$ cat src/rtl/conv_8b_32b.sv
// Byte-to-word deserializer: packs LANES DATA_W-bit beats (MSB lane first) into one word.
// Optional mid-word drop flag err_partial is built when CONV_8B_32B_ERR_EN is defined.
//
//   state  | meaning
//   S_IDLE | no beats collected, cnt == 0, accumulator empty
//   S_ACC  | 1..LANES-1 beats collected, waiting for the rest of the word
module conv_8b_32b #(
   parameter int DATA_W = 8,
   parameter int LANES  = 4
) (
   input  logic                     clk_4f,
   input  logic                     reset_L,
   input  logic [DATA_W-1:0]        data_in,
   input  logic                     valid_in,
   output logic [DATA_W*LANES-1:0]  data_out,
   output logic                     valid_out,
   output logic                     word_done
`ifdef CONV_8B_32B_ERR_EN
   ,
   output logic                     err_partial
`endif
);

   localparam int WORD_W = DATA_W * LANES;
   localparam int CNT_W  = (LANES > 1) ? $clog2(LANES) : 1;
   localparam logic [CNT_W-1:0] LAST_LANE = CNT_W'(LANES - 1);

   typedef enum logic {
      S_IDLE = 1'b0,
      S_ACC  = 1'b1
   } state_t;

   state_t            r_state;
   state_t            w_state_nxt;
   logic [CNT_W-1:0]  r_cnt;
   logic [CNT_W-1:0]  w_cnt_nxt;
   logic [CNT_W-1:0]  w_lane;
   logic [WORD_W-1:0] r_acc;
   logic [WORD_W-1:0] w_acc_nxt;
   logic [WORD_W-1:0] r_data;
   logic [WORD_W-1:0] w_data_nxt;
   logic              r_valid;
   logic              w_valid_nxt;
   logic              r_done;
   logic              w_done_nxt;
   logic              w_drop;

   assign w_lane = LAST_LANE - r_cnt;

   always_ff @(posedge clk_4f or negedge reset_L) begin
      if (!reset_L) begin
         r_state <= S_IDLE;
         r_cnt   <= '0;
         r_acc   <= '0;
         r_data  <= '0;
         r_valid <= 1'b0;
         r_done  <= 1'b0;
      end else begin
         r_state <= w_state_nxt;
         r_cnt   <= w_cnt_nxt;
         r_acc   <= w_acc_nxt;
         r_data  <= w_data_nxt;
         r_valid <= w_valid_nxt;
         r_done  <= w_done_nxt;
      end
   end

   always_comb begin
      w_state_nxt = r_state;
      w_cnt_nxt   = r_cnt;
      w_acc_nxt   = r_acc;
      w_data_nxt  = r_data;
      w_valid_nxt = r_valid;
      w_done_nxt  = 1'b0;
      w_drop      = 1'b0;
      if (valid_in) begin
         if (r_cnt == LAST_LANE) begin
            // The final beat goes straight into the output word, never through acc.
            w_data_nxt  = {r_acc[WORD_W-1:DATA_W], data_in};
            w_valid_nxt = 1'b1;
            w_done_nxt  = 1'b1;
            w_cnt_nxt   = '0;
            w_acc_nxt   = '0;
            w_state_nxt = S_IDLE;
         end else begin
            w_acc_nxt[w_lane*DATA_W +: DATA_W] = data_in;
            w_cnt_nxt   = r_cnt + CNT_W'(1);
            w_state_nxt = S_ACC;
         end
      end else begin
         w_valid_nxt = 1'b0;
         w_cnt_nxt   = '0;
         w_acc_nxt   = '0;
         w_state_nxt = S_IDLE;
         w_drop      = (r_state == S_ACC);
      end
   end

   assign data_out  = r_data;
   assign valid_out = r_valid;
   assign word_done = r_done;

`ifdef CONV_8B_32B_ERR_EN
   logic r_err;

   always_ff @(posedge clk_4f or negedge reset_L) begin
      if (!reset_L) begin
         r_err <= 1'b0;
      end else begin
         r_err <= w_drop;
      end
   end

   assign err_partial = r_err;
`else
   logic w_drop_unused;
   assign w_drop_unused = w_drop;
`endif

endmodule

$ cat config.mk
export PLATFORM = sky130hd
export DESIGN_NAME = conv_8b_32b
export DESIGN_NICKNAME = d
export VERILOG_FILES = /design/src/rtl/conv_8b_32b.sv
export SDC_FILE = /design/constraint.sdc
export NUM_CORES = 1
export LEC_CHECK = 0
export CAP_MARGIN = 25
export CORE_MARGIN = 1.5
export CORE_UTILIZATION = 40
export CTS_CLUSTER_DIAMETER = 60
export CTS_CLUSTER_SIZE = 8
export DETAILED_ROUTE_END_ITERATION = 7
export GPL_ROUTABILITY_DRIVEN = 0
export PLACE_DENSITY_LB_ADDON = 0.2
export SLEW_MARGIN = 25
export SYNTH_ARGS = -nofsm -noshare
export SYNTH_HDL_FRONTEND = slang
export SYNTH_SLANG_ARGS = --single-unit
$ cat constraint.sdc
create_clock -name clk_4f -period 2.2 [get_ports clk_4f]
set_input_delay 0.66 -clock clk_4f [delete_from_list [all_inputs] [get_ports clk_4f]]
set_output_delay 0.66 -clock clk_4f [all_outputs]
set_load 0.05 [all_outputs]
==> run metrics <==
Hold WC Path Type in2async; LEAKAGE around 1.7 nW; outcome complete, no violations; initial antenna violation count 0; top cells by area, synth dfrtp_1 (60%), mux2_4 (18%), a32o_1 (9.6%); syn avg cell area 16.3 um2; Main synth FF type dfrtp_1; Post-CTS Resized 0; # setup viols final 0; initial DRC count 100; final hold viol count 0; fin cells 285; H-tree levels 3; Die W ~82 um; synthesized netlist cell count 153; flops & latches, synth 60; Post-synth EDFFs 0; Crit. End Element output pin; Final HPWL DP about 3.4 mm; period utilization 0.984; total negative slack 0 ns; CP Class reg2out; Total GRT Usage 0.176; CP Buf/Inv Count 1; TritonRoute pass-1 iters 4; drt drc 0; routed vias between 1000 and 1500; first-pass GRT wire length approximately 8.3 mm; critical path's slowest cell clkdlybuf4s50_1; Worst Clk Skew between 0.005 and 0.006 ns; hold slack final approximately 0.33 ns; Critical Path RT 1.54 ns; cell area after placement 2980 um2; CTS tree built; Cell Area, Synth 2500 um2; top cell type's share of synthesized area 0.602; Post-Route Utilization 0.539; ys async rst share 1.00; share of cells above drive strength 1 0.386; cell taking the most area after synthesis dfrtp_1; CP delay by family, top buffers and inverters; P per Cell Area 942 nW/um2; post-route cell area 3210 um2; ant diodes 0; count leader, synth dfrtp_1; max-slew violations 0; Nets between 200 and 250; Routed WL per cell ~18 um; crit-path max FO 2; Yosys cell types 17; Worst VDD drop roughly 0.00074 V; Area Overhead vs Synth 28.6%; core box area 5960 um2; TritonCTS Buffers 9; Synth Warn # 0; largest net degree at the start of global routing 61; min cycle time layout 2.16 ns; mean number of vias per cell 5.23; # clock sinks 60; DRT antenna net count 0; # port buffers 44; vias in the first global route 1553; initial core utilization 0.419; fillcell total 507; CP Cell Sequence clkdlybuf4s50_1; Largest stage delay, worst path 0.81 ns; Die ar. 6720 um2; sequential-to-total area share from yosys stat 0.602; Mapped Nets approximately 170; Hold-fix buffers, CTS 0; Worst-path clk slew 0.06 ns; Startpoint Class flip-flop; synth cell count leaders dfrtp_1 (60), mux2_4 (30), a32o_1 (24), and2_1 (12), clkbuf_1 (5); Placed Cells 270; grt ovf 0; clk buf depth 2; max frequency 462 MHz; routed wire length between 5 and 6 mm; Root Driver clkbuf_8; CP arrival ~1.5 ns; post-CTS setup buffer count 0; RSZ-0062 raised after global routing false; measured slew at the worst slew-check pin between 0.6 and 0.7 ns; slew margin rel. 0.569; Die Y 82.0 um; I/O pins 45; max_cap viols 0; Worst-Skew Late Latency 0.34 ns; placement row count 28
registers in the layout, indices dropped and copies added (netlist names):
signal,count
valid_out,1
data_out,32
word_done,1
r_acc,24
r_cnt,2
final timing paths:
check                        startpoint           end  slack [ns]  cells past startpoint
min reg2reg                   valid_out     valid_out        0.48                      1
max reg2reg                    r_cnt[0]      r_acc[8]        0.43                      3
max in group asynchronous       reset_L   data_out[2]        1.62                      2
min in group clk_4f           valid_out     valid_out        0.48                      1
min                             reset_L  data_out[21]        0.33                      2
max                        data_out[28]  data_out[28]        0.04                      1
area by class of cell:
| cell class | instances | area (um2) | share of cell area |
|---|---|---|---|
| Sequential cell | 60 | 1500 | 0.468 |
| Multi-Input combinational cell | 80 | 918 | 0.286 |
| Timing Repair Buffer | 53 | 483 | 0.150 |
| Clock buffer | 10 | 128 | 0.0398 |
| Tap cell | 75 | 93.8 | 0.0292 |
| Clock inverter | 5 | 77.6 | 0.0242 |
| Inverter | 2 | 7.51 | 0.00234 |
metal layers:
layer | vias up | share of wire | routed length, um | GRT usage
met2 | 35 | 0.49 | 2460 | 0.264
met4 | 0 | 0.024 | 121 | 0.117
met1 | 768 | 0.45 | 2270 | 0.225
li1 | 677 | - | - | -
met5 | - | 0 | 0 | 0
met3 | 11 | 0.039 | 198 | 0.0433
cells by family after synthesis:
family	count (synthesis)	synth area share
flip-flops	60	0.602
multiplexers	32	0.189
AO/OA/AOI/OAI	25	0.0992
AND/OR/NAND/NOR	19	0.0591
buffers and inverters	13	0.0306
adder cells (fa/ha/maj)	4	0.0201
per-stage QoR:
| step | power, mW | setup slack, ns |
|---|---|---|
| floorplan | 1.76 | 0.528 |
| global placement | 2.00 | 0.138 |
| detailed placement | 2.01 | 0.0629 |
| CTS | 3.07 | 0.0000278 |
| global route | 3.16 | 0.00283 |
| finish | 3.02 | 0.0359 |
placed cells by master, fill, tap and decap left out:
| cell | instances |
|---|---|
| a32o_1 | 24 |
| and2_1 | 12 |
| buf_12 | 1 |
| buf_2 | 1 |
| buf_4 | 29 |
| bufinv_16 | 2 |
| clkbuf_1 | 1 |
| clkbuf_8 | 9 |
| clkdlybuf4s50_1 | 14 |
| clkinv_2 | 2 |
| clkinvlp_4 | 1 |
| dfrtp_1 | 60 |
| dlymetal6s2s_1 | 8 |
| ha_1 | 4 |
| inv_1 | 2 |
| mux2_2 | 2 |
| mux2_4 | 30 |
| nand3_2 | 1 |
| nor2b_1 | 3 |
| nor3b_2 | 2 |
| nor3b_4 | 1 |
| o21a_1 | 1 |
power by group:
group          leakage [nW]  total, mW  switching [mW]  internal (mW)
Clock                 0.102       1.03           0.408          0.627
Sequential            0.817       1.26          0.0619           1.20
Combinational         0.786      0.727           0.443          0.284
Power figures use the tool's default switching activity.
